File: src/rtl/fixed_mac_pkg.sv
// Shared types, default widths and helpers for the fixed_mac round-robin scheduler.
package fixed_mac_pkg;

  localparam int unsigned DEF_NREQ = 2;
  localparam int unsigned DEF_WI1  = 6;
  localparam int unsigned DEF_WF1  = 10;
  localparam int unsigned DEF_WI2  = 4;
  localparam int unsigned DEF_WF2  = 8;
  localparam int unsigned DEF_WIO  = 7;
  localparam int unsigned DEF_WFO  = 13;

  localparam int unsigned A_W = DEF_WI1 + DEF_WF1;
  localparam int unsigned B_W = DEF_WI2 + DEF_WF2;
  localparam int unsigned O_W = DEF_WIO + DEF_WFO;

  typedef enum logic [1:0] {
    IDLE   = 2'd0,
    STREAM = 2'd1,
    RESULT = 2'd2
  } state_e;

  // Requester-id width, never narrower than one bit.
  function automatic int unsigned id_w(input int unsigned n);
    if (n < 2) return 1;
    return unsigned'($clog2(n));
  endfunction

endpackage

File: src/rtl/rr_arbiter.sv
// Combinational round-robin pick: first requester at or after the pointer, in index order.
module rr_arbiter
  import fixed_mac_pkg::*;
#(
  parameter int unsigned NREQ = DEF_NREQ
) (
  input  logic [NREQ-1:0]         req_i,
  input  logic [id_w(NREQ)-1:0]   ptr_i,
  output logic [NREQ-1:0]         gnt_o,
  output logic [id_w(NREQ)-1:0]   id_o,
  output logic                    any_o
);

  localparam int unsigned IDW = id_w(NREQ);

  logic [IDW-1:0] idx;

  always_comb begin
    gnt_o = '0;
    id_o  = '0;
    any_o = 1'b0;
    idx   = '0;
    for (int unsigned k = 0; k < NREQ; k++) begin
      idx = IDW'((32'(ptr_i) + k) % NREQ);
      if (!any_o && req_i[idx]) begin
        any_o      = 1'b1;
        gnt_o[idx] = 1'b1;
        id_o       = idx;
      end
    end
  end

endmodule

File: src/rtl/fixed_mac_rr_scheduler.sv
// Shares one fixed_mac between NREQ requesters; a grant spans both operand streams
// through their last beats plus the single result beat.
module fixed_mac_rr_scheduler
  import fixed_mac_pkg::*;
#(
  parameter int unsigned NREQ = DEF_NREQ,
  parameter int unsigned WI1  = DEF_WI1,
  parameter int unsigned WF1  = DEF_WF1,
  parameter int unsigned WI2  = DEF_WI2,
  parameter int unsigned WF2  = DEF_WF2,
  parameter int unsigned WIO  = DEF_WIO,
  parameter int unsigned WFO  = DEF_WFO
) (
  input  logic                        clk,
  input  logic                        reset,
  input  logic [NREQ*(WI1+WF1)-1:0]   req_A_data,
  input  logic [NREQ-1:0]             req_A_valid,
  input  logic [NREQ-1:0]             req_A_last,
  output logic [NREQ-1:0]             req_A_ready,
  input  logic [NREQ*(WI2+WF2)-1:0]   req_B_data,
  input  logic [NREQ-1:0]             req_B_valid,
  input  logic [NREQ-1:0]             req_B_last,
  output logic [NREQ-1:0]             req_B_ready,
  input  logic [NREQ-1:0]             req_of_sat,
  input  logic [NREQ-1:0]             req_uf_sat,
  output logic [WIO+WFO-1:0]          req_out_data,
  output logic [NREQ-1:0]             req_out_valid,
  input  logic [NREQ-1:0]             req_out_ready,
  output logic                        req_overflow,
  output logic                        req_underflow,
  output logic [WI1+WF1-1:0]          mac_A_data,
  output logic                        mac_A_valid,
  output logic                        mac_A_last,
  input  logic                        mac_A_ready,
  output logic [WI2+WF2-1:0]          mac_B_data,
  output logic                        mac_B_valid,
  output logic                        mac_B_last,
  input  logic                        mac_B_ready,
  input  logic [WIO+WFO-1:0]          mac_out_data,
  input  logic                        mac_out_valid,
  output logic                        mac_out_ready,
  input  logic                        mac_overflow,
  input  logic                        mac_underflow,
  output logic                        mac_OF_saturation,
  output logic                        mac_UF_saturation,
  output logic                        busy,
  output logic [id_w(NREQ)-1:0]       grant_id
);

  localparam int unsigned AW  = WI1 + WF1;
  localparam int unsigned BW  = WI2 + WF2;
  localparam int unsigned IDW = id_w(NREQ);

  state_e         state_q, state_d;
  logic [IDW-1:0] grant_q, grant_d;
  logic [IDW-1:0] ptr_q, ptr_d;
  logic           a_done_q, a_done_d;
  logic           b_done_q, b_done_d;
  logic           of_sat_q, of_sat_d;
  logic           uf_sat_q, uf_sat_d;

  logic [NREQ-1:0] req_vec;
  logic [NREQ-1:0] arb_gnt;
  logic [IDW-1:0]  arb_id;
  logic            arb_any;

  logic [AW-1:0] a_arr [NREQ];
  logic [BW-1:0] b_arr [NREQ];

  for (genvar g = 0; g < NREQ; g++) begin : g_unpack
    assign a_arr[g] = req_A_data[g*AW +: AW];
    assign b_arr[g] = req_B_data[g*BW +: BW];
  end

  assign req_vec = req_A_valid | req_B_valid;

  rr_arbiter #(.NREQ(NREQ)) u_arb (
    .req_i (req_vec),
    .ptr_i (ptr_q),
    .gnt_o (arb_gnt),
    .id_o  (arb_id),
    .any_o (arb_any)
  );

  // Next-state, owner muxing and handshake bookkeeping.
  always_comb begin
    state_d       = state_q;
    grant_d       = grant_q;
    ptr_d         = ptr_q;
    a_done_d      = a_done_q;
    b_done_d      = b_done_q;
    of_sat_d      = of_sat_q;
    uf_sat_d      = uf_sat_q;
    req_A_ready   = '0;
    req_B_ready   = '0;
    req_out_valid = '0;
    mac_out_ready = 1'b0;
    mac_A_valid   = 1'b0;
    mac_B_valid   = 1'b0;
    mac_A_data    = a_arr[grant_q];
    mac_B_data    = b_arr[grant_q];
    mac_A_last    = req_A_last[grant_q];
    mac_B_last    = req_B_last[grant_q];
    req_out_data  = mac_out_data;
    req_overflow  = mac_overflow;
    req_underflow = mac_underflow;

    case (state_q)
      IDLE: begin
        if (arb_any) begin
          grant_d  = arb_id;
          of_sat_d = |(req_of_sat & arb_gnt);
          uf_sat_d = |(req_uf_sat & arb_gnt);
          state_d  = STREAM;
        end
      end
      STREAM: begin
        mac_A_valid          = req_A_valid[grant_q] & ~a_done_q;
        mac_B_valid          = req_B_valid[grant_q] & ~b_done_q;
        req_A_ready[grant_q] = mac_A_ready & ~a_done_q;
        req_B_ready[grant_q] = mac_B_ready & ~b_done_q;
        if (mac_A_valid && mac_A_ready && mac_A_last) a_done_d = 1'b1;
        if (mac_B_valid && mac_B_ready && mac_B_last) b_done_d = 1'b1;
        if (a_done_d && b_done_d) state_d = RESULT;
      end
      RESULT: begin
        req_out_valid[grant_q] = mac_out_valid;
        mac_out_ready          = req_out_ready[grant_q];
        if (mac_out_valid && mac_out_ready) begin
          ptr_d    = (grant_q == IDW'(NREQ - 1)) ? '0 : grant_q + 1'b1;
          a_done_d = 1'b0;
          b_done_d = 1'b0;
          state_d  = IDLE;
        end
      end
      default: state_d = IDLE;
    endcase
  end

  always_ff @(posedge clk or negedge reset) begin
    if (!reset) begin
      state_q  <= IDLE;
      grant_q  <= '0;
      ptr_q    <= '0;
      a_done_q <= 1'b0;
      b_done_q <= 1'b0;
      of_sat_q <= 1'b0;
      uf_sat_q <= 1'b0;
    end else begin
      state_q  <= state_d;
      grant_q  <= grant_d;
      ptr_q    <= ptr_d;
      a_done_q <= a_done_d;
      b_done_q <= b_done_d;
      of_sat_q <= of_sat_d;
      uf_sat_q <= uf_sat_d;
    end
  end

  assign busy              = (state_q != IDLE);
  assign grant_id          = grant_q;
  assign mac_OF_saturation = of_sat_q;
  assign mac_UF_saturation = uf_sat_q;

endmodule

File: config.mk
export PLATFORM = sky130hd
export DESIGN_NAME = fixed_mac_rr_scheduler
export DESIGN_NICKNAME = d
export VERILOG_FILES = /design/src/rtl/fixed_mac_pkg.sv /design/src/rtl/rr_arbiter.sv /design/src/rtl/fixed_mac_rr_scheduler.sv
export SDC_FILE = /design/constraint.sdc
export NUM_CORES = 1
export LEC_CHECK = 0
export CORE_MARGIN = 10
export CORE_UTILIZATION = 22
export CTS_BUF_LIST = sky130_fd_sc_hd__clkbuf_8
export DETAILED_ROUTE_END_ITERATION = 16
export MAX_ROUTING_LAYER = met4
export PLACE_DENSITY_LB_ADDON = 0.15
export SKIP_LAST_GASP = 1
export SYNTH_ARGS = -nofsm -noshare
export SYNTH_HDL_FRONTEND = slang
export SYNTH_HIERARCHICAL = 1
export SYNTH_SLANG_ARGS = --single-unit
File: constraint.sdc
create_clock -name clk -period 1.24 [get_ports clk]
set_input_delay 0.248 -clock clk [delete_from_list [all_inputs] [get_ports clk]]
set_output_delay 0.248 -clock clk [all_outputs]
set_load 0.005 [all_outputs]
==> impl_metrics.toml <==
[timing]
timing.hold.ws_ns = 0.297
fin_ws_ns = -0.407
skew_ns = 0.00590
hold_viol = 0
tightest_slew_ns = 0.370
fin_tns_setup_ns = -14.30
maxSlewHeadroom = 0.752
rsz0062_at_grt = "yes"
finalSetupViolCount = 48
max_freq_ghz = 0.607
post-route-min-period_ns = 1.65
slew_viol_final = 0
min_period_over_period = 1.33

[setup_path]
r2r-end = "state_q[1]$_DFFE_PN0P_"
path_buf_inv = 2
path_class = "reg2out"
required_ns = 0.99
crit_path_max_incr_delay_ns = 0.43
cp-end-kind = "output port"
path_cells = "buf_12 > mux2_4 > nor3b_1 > buf_2"
critPathSlowestCell = "dfrtp_2"
cpLargestDelayFamily = "flip-flops"
regToRegStartpoint = "grant_id$_DFFE_PN0P_"
reg2reg_slack_ns = -0.27
crit_path_start_kind = "flip-flop"
crit_arrival_ns = 1.40
cp_max_fo = 8
ff2ff_path_depth = 6

[power_and_ir_drop]
p_comb_frac = 0.809
p_sw_w = 0.00146
p_sw_frac = 0.332
clkPwrFrac = 0.073
p_per_area_nw_per_um2 = 1610
ir_drop_v = 0.000841
cell_internal_pwr_w = 0.00294
seqPwrFrac = 0.118
p_leak_nw = 1.28

[yosys]
yosysUniqueCellTypes = 30
synthCells = 118
synth_fa_ha_area_frac = 0
synth_compound_area_frac = 0.107
synth_warnings = 6
synth_top_family_by_area = "multiplexers"
synth.mux.area_fraction = 0.349
yosysTopAreaCell = "mux2_2"
synth_area_um2 = 1100
ys_top_cells_by_area = "mux2_2, dfrtp_1, buf_4"
syn_area_per_cell_um2 = 9.32
synthSimpleGateAreaFrac = 0.166
syn-num-nets = 215
yosys.area.top_type_share = 0.317
synthXorXnorAreaFrac = 0
ys_seq_area_frac = 0.182
ys_seq_elements = 8

[floorplanning]
die_y_um = 90.7
io_pins = 162
rows = 25
die_w_um = 90.7
core_um2 = 4790
dieArea_um2 = 8230
initial_core_util = 0.230

[clocking]
path_clk_slew_ns = 0.04
cts_buffer_depth = 2
root_buffer = "clkbuf_8"
cts_sinks = 8
clk_latency_ns = 0.23
htree_levels = 1
cts_tree = "done"
cts_made_buffers = 3

[finish]
syn_to_final_growth_pct = 149
final_net_count = 350
fin_cells = 319
drive_gt1_frac = 0.528
diodes = 0
n_fill_cell = 414

[place]
io_buffers = 117
placed_cells = 300
routabilityCongestion = 0.805
dp_slack_ns = -0.598
dp_hpwl_um = 4670

[grt]
grt_pass1_vias = 1681
grt_pass1_wl_um = 8890
overflow = 0
antenna_found_initial = 0
grt_start_max_net_pins = 11
grt_usage = 0.136

[detailed_routing]
drc = 0
viasPerCell = 4.50
antenna_left = 0
drt-initial-drc-count = 28
wl_per_cell_um = 18.2
dr.pass1.iters = 4
wl_um = 5800
num_vias = 1436

[hold_path]
hp-class = "in2async"

[status]
violations = "setup timing"
status = "finished, violations left"

[job]
cap_violations = 0
worst reg2reg max path: cells and delay by family (launching register included):
kind / cells / cell delay [ns]
flip-flops: 1 / 0.43
buffers and inverters: 3 / 0.40
AO/OA/AOI/OAI: 2 / 0.29
multiplexers: 1 / 0.31
cell type report:
type                    count  area, µm²  area share
multi-input cells          80        822       0.300
clock inverters             1       3.75     0.00137
repair buffers            158       1580       0.577
clock buffers               3       41.3      0.0150
well taps                  67       83.8      0.0306
inverters                   2       7.51     0.00274
flip-flops and latches      8        203      0.0739
cells in the mapped netlist:
cell type and instances:
mux2_2 31, buf_4 22, dfrtp_1 8, a21oi_1 5, nor2_1 5, buf_2 4
nand3b_1 4, nor3_1 4, a21boi_0 3, nand2_1 3, or2_2 3, a21o_1 2
a22oi_1 2, buf_6 2, inv_1 2, mux2i_1 2, nand4_1 2, nand4b_1 2
a211oi_2 1, a311oi_1 1, a41o_1 1, and2_1 1, and3b_1 1, mux2_4 1
nand2b_1 1, nor2b_1 1, nor3b_1 1, nor3b_2 1, o2bb2ai_1 1, or2_1 1
metal layers:
metal,global-route usage,vias to the layer above,share of wire
met3,0.0582,5,0.15
met2,0.206,123,0.42
met1,0.158,636,0.42
met4,0.0477,0,0.014
li1,-,672,-
met5,-,-,0
state kept, by name (all words and copies together) (netlist names):
name	flops
mac_UF_saturation	1
ptr_q	1
a_done_q	1
grant_id	1
state_q	2
mac_OF_saturation	1
b_done_q	1
power by group through the flow:
stage	registers (W)	clock network [W]	logic (W)
3_3_place_gp	0.000554	0	0.00256
3_5_place_dp	0.000557	0	0.00260
4_1_cts	0.000515	0.000331	0.00328
5_1_grt	0.000538	0.000354	0.00382
2_1_floorplan	0.000483	0	0.00124
6_report	0.000521	0.000320	0.00357
cell usage in the layout (no fill, tap or decap), types with 2 or more instances in the layout:
cell type,synthesis,layout
clkbuf_8,0,3
nand2_4,0,2
nand4_1,2,2
mux2_2,31,12
buf_16,0,2
nor3_1,4,2
nor2_1,5,4
mux2_4,1,20
dfrtp_1,8,6
a21boi_1,0,2
nand4b_1,2,2
buf_12,0,3
clkdlybuf4s50_1,0,69
buf_8,0,2
a21oi_1,5,4
inv_1,2,3
dlygate4sd2_1,0,3
or2_4,0,3
buf_6,2,41
buf_2,4,17
clkdlybuf4s15_1,0,3
a22oi_1,2,2
dfrtp_2,0,2
mux2i_1,2,2
buf_4,22,16
nand3b_1,4,4
a21o_1,2,2
worst max-delay path by stage:
stage,start,endpoint,slack [ns],depth (start not counted)
floorplan,req_B_valid[0],grant_id$_DFFE_PN0P_,-0.06,4
global placement,req_out_ready[0],mac_out_ready,-0.60,4
detailed placement,req_out_ready[0],mac_out_ready,-0.60,4
CTS,grant_id$_DFFE_PN0P_,mac_A_data[13],-0.47,5
global route,grant_id$_DFFE_PN0P_,mac_out_ready,-0.44,4
finish,grant_id$_DFFE_PN0P_,mac_out_ready,-0.41,4
metrics by stage:
stage          power (W)  instance area (µm²)  utilization
6_report         0.00441                 2740        0.573
5_1_grt          0.00471                 2740        0.573
4_1_cts          0.00412                 2570        0.538
3_5_place_dp     0.00315                 2370        0.495
3_3_place_gp     0.00312                 2370        0.495
2_1_floorplan    0.00172                 1120            -
cells by family (layout without fill, tap and decap cells):
family / after synthesis / count (layout)
simple gates: 30 / 30
flops: 8 / 8
mux: 34 / 34
compound gates: 16 / 16
buf+inv: 30 / 164
what timing repair did:
action,CTS,global route
gates cloned,3,0
hold endpoints to repair,0,0
buffers inserted,10,7
hold buffers,0,0
pin swaps,15,8
resized for setup,220,38
endpoints found under the setup margin,50,49
(Power assumes the default switching activity.)
